[src/rtl/alu16_sequencer.sv]
// Sequences a 16-bit operation through an external 4-bit ALU slice, one nibble per cycle,
// chaining carry/borrow between nibbles and assembling the result and 16-bit flags.
module alu16_sequencer (
  input  logic        clk,
  input  logic        rst,
  input  logic        start,
  input  logic [1:0]  op,
  input  logic [15:0] s,
  input  logic [15:0] r,
  input  logic        cin,
  output logic [3:0]  alu_R,
  output logic [3:0]  alu_S,
  output logic        alu_CI,
  output logic [1:0]  alu_I,
  input  logic [3:0]  alu_F,
  input  logic        alu_CO,
  input  logic        alu_VO,
  output logic        busy,
  output logic        done,
  output logic [15:0] result,
  output logic        co,
  output logic        vo,
  output logic        no,
  output logic        zo
);

  typedef enum logic [1:0] {
    IDLE = 2'd0,
    RUN  = 2'd1,
    DONE = 2'd2
  } state_t;

  state_t      state_q, state_d;
  logic [1:0]  cnt_q;
  logic [1:0]  op_q;
  logic [15:0] s_q;
  logic [15:0] r_q;
  logic        cin_q;
  logic        carry_q;
  logic [11:0] acc_q;
  logic [15:0] result_q;
  logic        co_q, vo_q, no_q, zo_q;
  logic [15:0] final_w;

  function automatic logic [3:0] nibble(input logic [15:0] w, input logic [1:0] idx);
    return w[{idx, 2'b00} +: 4];
  endfunction

  // Subtract: the slice reports a borrow on CO, so the next nibble needs its inverse.
  function automatic logic chain_ci(input logic [1:0] opc, input logic [1:0] idx,
                                    input logic cin_l, input logic cy);
    logic ci;
    ci = 1'b0;
    case (opc)
      2'b10:   ci = (idx == 2'd0) ? cin_l : cy;
      2'b00:   ci = (idx == 2'd0) ? cin_l : ~cy;
      default: ci = 1'b0;
    endcase
    return ci;
  endfunction

  assign final_w = {alu_F, acc_q};

  always_ff @(posedge clk) begin
    if (rst) state_q <= IDLE;
    else     state_q <= state_d;
  end

  always_comb begin
    state_d = state_q;
    alu_R   = 4'd0;
    alu_S   = 4'd0;
    alu_CI  = 1'b0;
    alu_I   = 2'd0;
    busy    = 1'b0;
    done    = 1'b0;
    case (state_q)
      IDLE: begin
        if (start) state_d = RUN;
      end
      RUN: begin
        busy   = 1'b1;
        alu_R  = nibble(r_q, cnt_q);
        alu_S  = nibble(s_q, cnt_q);
        alu_I  = op_q;
        alu_CI = chain_ci(op_q, cnt_q, cin_q, carry_q);
        if (cnt_q == 2'd3) state_d = DONE;
      end
      DONE: begin
        done    = 1'b1;
        state_d = IDLE;
      end
      default: state_d = IDLE;
    endcase
  end

  // Partial nibbles collect in acc_q so the visible result only moves at completion.
  always_ff @(posedge clk) begin
    if (rst) begin
      cnt_q    <= 2'd0;
      op_q     <= 2'd0;
      s_q      <= 16'd0;
      r_q      <= 16'd0;
      cin_q    <= 1'b0;
      carry_q  <= 1'b0;
      acc_q    <= 12'd0;
      result_q <= 16'd0;
      co_q     <= 1'b0;
      vo_q     <= 1'b0;
      no_q     <= 1'b0;
      zo_q     <= 1'b0;
    end else begin
      case (state_q)
        IDLE: begin
          if (start) begin
            op_q  <= op;
            s_q   <= s;
            r_q   <= r;
            cin_q <= cin;
            cnt_q <= 2'd0;
          end
        end
        RUN: begin
          carry_q <= alu_CO;
          cnt_q   <= cnt_q + 2'd1;
          case (cnt_q)
            2'd0: acc_q[3:0]  <= alu_F;
            2'd1: acc_q[7:4]  <= alu_F;
            2'd2: acc_q[11:8] <= alu_F;
            default: begin
              result_q <= final_w;
              co_q     <= alu_CO;
              vo_q     <= alu_VO;
              no_q     <= alu_F[3];
              zo_q     <= ~|final_w;
            end
          endcase
        end
        default: ;
      endcase
    end
  end

  assign result = result_q;
  assign co     = co_q;
  assign vo     = vo_q;
  assign no     = no_q;
  assign zo     = zo_q;

endmodule

[config.mk]
export PLATFORM = sky130hd
export DESIGN_NAME = alu16_sequencer
export DESIGN_NICKNAME = d
export VERILOG_FILES = /design/src/rtl/alu16_sequencer.sv
export SDC_FILE = /design/constraint.sdc
export NUM_CORES = 1
export LEC_CHECK = 0
export CAP_MARGIN = 20
export CORE_MARGIN = 1.5
export CORE_UTILIZATION = 35
export DETAILED_ROUTE_END_ITERATION = 10
export PLACE_DENSITY_LB_ADDON = 0.1
export SYNTH_ARGS = -nofsm -noshare
export SYNTH_HDL_FRONTEND = slang
export SYNTH_SLANG_ARGS = --single-unit
[constraint.sdc]
create_clock -name clk -period 1.4 [get_ports clk]
set_input_delay 0.28 -clock clk [delete_from_list [all_inputs] [get_ports clk]]
set_output_delay 0.28 -clock clk [all_outputs]
set_load 0.05 [all_outputs]
==> results list <==
* Largest vdd supply drop: 0.000658 V
- Worst slew slack as a fraction of its limit: 79.4%
- Drt initial violations: 71
- Share of final-layout standard cells stronger than drive strength 1: 26.6%
- Post-synth cell types: 27
* Combined global-route utilization of all metal layers: 16.1%
- Post-synthesis cell area: 2890 µm²
- Syn Inst Count: 334
- Final routed wirelength across all metal layers: 6.83 mm
- Root Buffer Master: clkbuf_8
* Number of flip-flops and latches in the synthesized netlist: 71
* Async set or reset register ratio after synthesis: 0%
* Post-place instance area: 4220 µm²
* Final clock skew: 0.00747 ns
- In this run the standard cell core region covers 7850 µm².
* Data required time at the worst endpoint: 1.12 ns
- Total number of placement rows: 32
* Number of buffers created by CTS: 9
* Category of the critical setup timing path: reg2out
* Multiplexer area fraction after synthesis: 10.7%
- The most used flip-flop cell after synthesis is dfxtp_1.
- The tightest min-delay check is of the in2reg type.
* PwrDens: 965 nW/µm²
- Routed wirelength normalized by instance count: 12.9 µm
* Leak pwr: 1.78 nW
* Ant. Diodes: 0
* Number of hold-repair buffers added at the cts stage: 0
- For this run, the slowest stage of the critical path takes 0.49 ns.
* Proportion of netlist area held by the largest area contributor: 49.1%
- For this configuration, the core starts out at a cell density of 36.9%.
* Actual slew at the worst max-slew pin: 0.306 ns
* RSZ-0062 raised after global routing: true
* Clock latency of the later-clocked register in the worst-skew pair: 0.34 ns
- Detailed-route vias per instance: 4.77
* Non-Filler Instances: 531
* Worst slack after detailed placement: -0.226 ns
- Maximum number of pins on one net before global-route repair: 39
- Wire length of the first global-routing pass: 11.1 mm
- Overall overflow remaining after global route: 0
* Violated checks: negative setup slack
* Number of nets in the synthesized netlist: 382
- CTS Buffer Depth: 2
* Synth warn: 0
- Total number of vias: 2534
* Final period demand of the worst path: 1.90 ns
- After synthesis, flip-flops and latches occupy 49.1% of the total area.
* Remaining number of nets flagged by the antenna check after routing: 0
- For this design, the slowest cell found on the critical path is mux4_2.
- Layout overhead on the synthesized area: 57.5%
- Counting tap cells, the placed design contains a total of 515 instances.
- Die H: 93.9 µm
- Number of max-slew violations in the final report: 0
- STA classifies the critical path startpoint as a flop.
- Dividing the synthesized area by the synthesized cell count gives 8.66 µm².
- The die is 93.9 µm wide.
- Total power for the finished layout comes to 4.39 mW.
* Htree depth: 3
* Critical path, cell by cell: buf_6, mux4_2, and2_4, buf_8
* Share of the cycle needed by the critical path after routing: 136%
- The finished cells cover 4560 µm².
- Number of enable-type register cells in the synthesized netlist: 0
- The initial antenna violation count is 0.
- nand2_1 is the most common cell in the netlist.
- The synthesized netlist devotes 22.8% of its cell area to simple gates.
- Top area cells in the synthesized netlist: dfxtp_1, nand2_1, a21oi_1
- Summing the areas of all compound-gate instances in the mapped netlist gives 10.2% of the synthesized area.
* Pre-Repair DR Iteration Count: 4
- Crit-path max FO: 4
- Largest family of logic cells by synthesized area: simple AND/OR/NAND/NOR gates
* Maximum clock frequency: 0.527 GHz
* Total setup violations reported at the end of the flow: 20
- The die covers 8820 µm².
* Adder and majority cell fraction of the synthesized area: 1.73%
- The flow ran to the end, but the final reports show violations.
* Nature of the critical path endpoint: primary output
* Global placer's final weighted congestion: 0.777
* Port Buffers: 76
- In the post-route analysis, the smallest setup slack over all paths is -0.498 ns.
- Clock transition time at the flip-flop clock pins of the worst setup and hold paths: 0.07 ns
- Arrival time worst endpoint: 1.62 ns
* Via count of the first global-routing pass: 2473
- The tool flagged a number of max-cap violations equal to 0.
- Detailed-route DRC error count: 0
* Parity-gate share of the synthesized area counting xor and xnor cells: 0.303%
- At the end of the flow, the number of nets in the layout was 474.
* DP HPWL: 4.80 mm
- TritonCTS built the clock tree.
- After synthesis, the most frequently instantiated cells are nand2_1, dfxtp_1, a21oi_1.
- The synthesized design spends more area on one cell type than any other, namely dfxtp_1.
* Number of top-level pins: 77
- Clk sink count: 71
* Total Negative Setup Slacks: -4.91 ns
- Hold Vio Cnt, Final: 0
## power breakdown
part,switching (mW),internal (mW),total [mW]
sequential,0.0476,2.10,2.15
clock,0.718,0.845,1.56
combinational,0.309,0.375,0.683
## state kept, by name (all words and copies together), names as in the netlist, 2 cells and up
name     cells
acc_q       12
cnt_q        2
op_q         2
r_q         16
result      16
s_q         16
state_q      2
## final cells by class
type                    instances  area, µm²
fillers                       726       3290
flip-flops and latches         71       1430
multi-input cells             236       1410
repair buffers                105       1380
clock buffers                  10        138
well taps                     102        128
clock inverters                 4       47.5
inverters                       3       23.8
## cells in the final DEF, fill, tap and decap left out, types with 2 or more instances in the layout
cell type        instances
a21oi_1                 54
a21oi_2                  2
and2_4                  10
buf_12                  31
buf_4                   16
buf_6                    6
buf_8                    8
clkbuf_8                10
clkdlybuf4s50_1         42
clkinv_2                 2
dfxtp_1                 67
dfxtp_2                  3
ha_1                     2
mux2i_1                 12
mux4_2                   8
nand2_1                110
nand3_1                  2
nand3b_1                 5
nor2_1                  14
nor4_1                   4
## final timing paths
check	cells after the start	start	endpoint	slack (ns)
max	4	cnt_q[0]$_SDFFE_PP0P_	alu_S[1]	-0.50
min	2	rst	acc_q[7]$_SDFFE_PP0P_	0.31
max reg2reg	7	cnt_q[0]$_SDFFE_PP0P_	acc_q[11]$_SDFFE_PP0P_	-0.09
min reg2reg	2	r_q[10]$_SDFFE_PP0P_	r_q[10]$_SDFFE_PP0P_	0.45
## cell families (layout without fill, tap and decap cells)
kind of cell,Yosys count,after routing
adders and majority gates,4,4
muxes,21,21
DFF,71,71
xor gates and xnor gates,1,1
AOI/OAI and AO/OA,58,58
buffers and inverters,27,122
and+or+nand+nor,152,152
## layer usage
layer,track usage [%],up-vias,part of all wire (%),wire [µm]
met5,0,-,0,0
met3,4.69,9,4.4,302
met4,5.72,0,1.3,87
met1,17.9,1186,43,2900
met2,28.9,48,52,3530
li1,-,1291,-,-
## through the flow
step | util (%) | hold WS [ns]
final | 58.1 | 0.310
after global routing | 58.1 | 0.323
after CTS | 56.9 | 0.299
after detailed placement | 53.7 | 0.447
after global placement | 53.7 | 0.440
after floorplan | - | 0.416
## what timing repair did
action                                  in CTS  in global routing
endpoints found under the setup margin      21                 45
setup buffers                                0                  1
resized for setup                           20                 16
cloned                                       0                  1
pin swaps                                    1                  8
## critical path: cells and delay by family (launching register included)
family                 cells  cell delay, ns
multiplexers               1            0.49
flip-flops                 1            0.37
buffers and inverters      2            0.26
AND/OR/NAND/NOR            1            0.16
No activity file was read; power rests on OpenSTA's default activity.
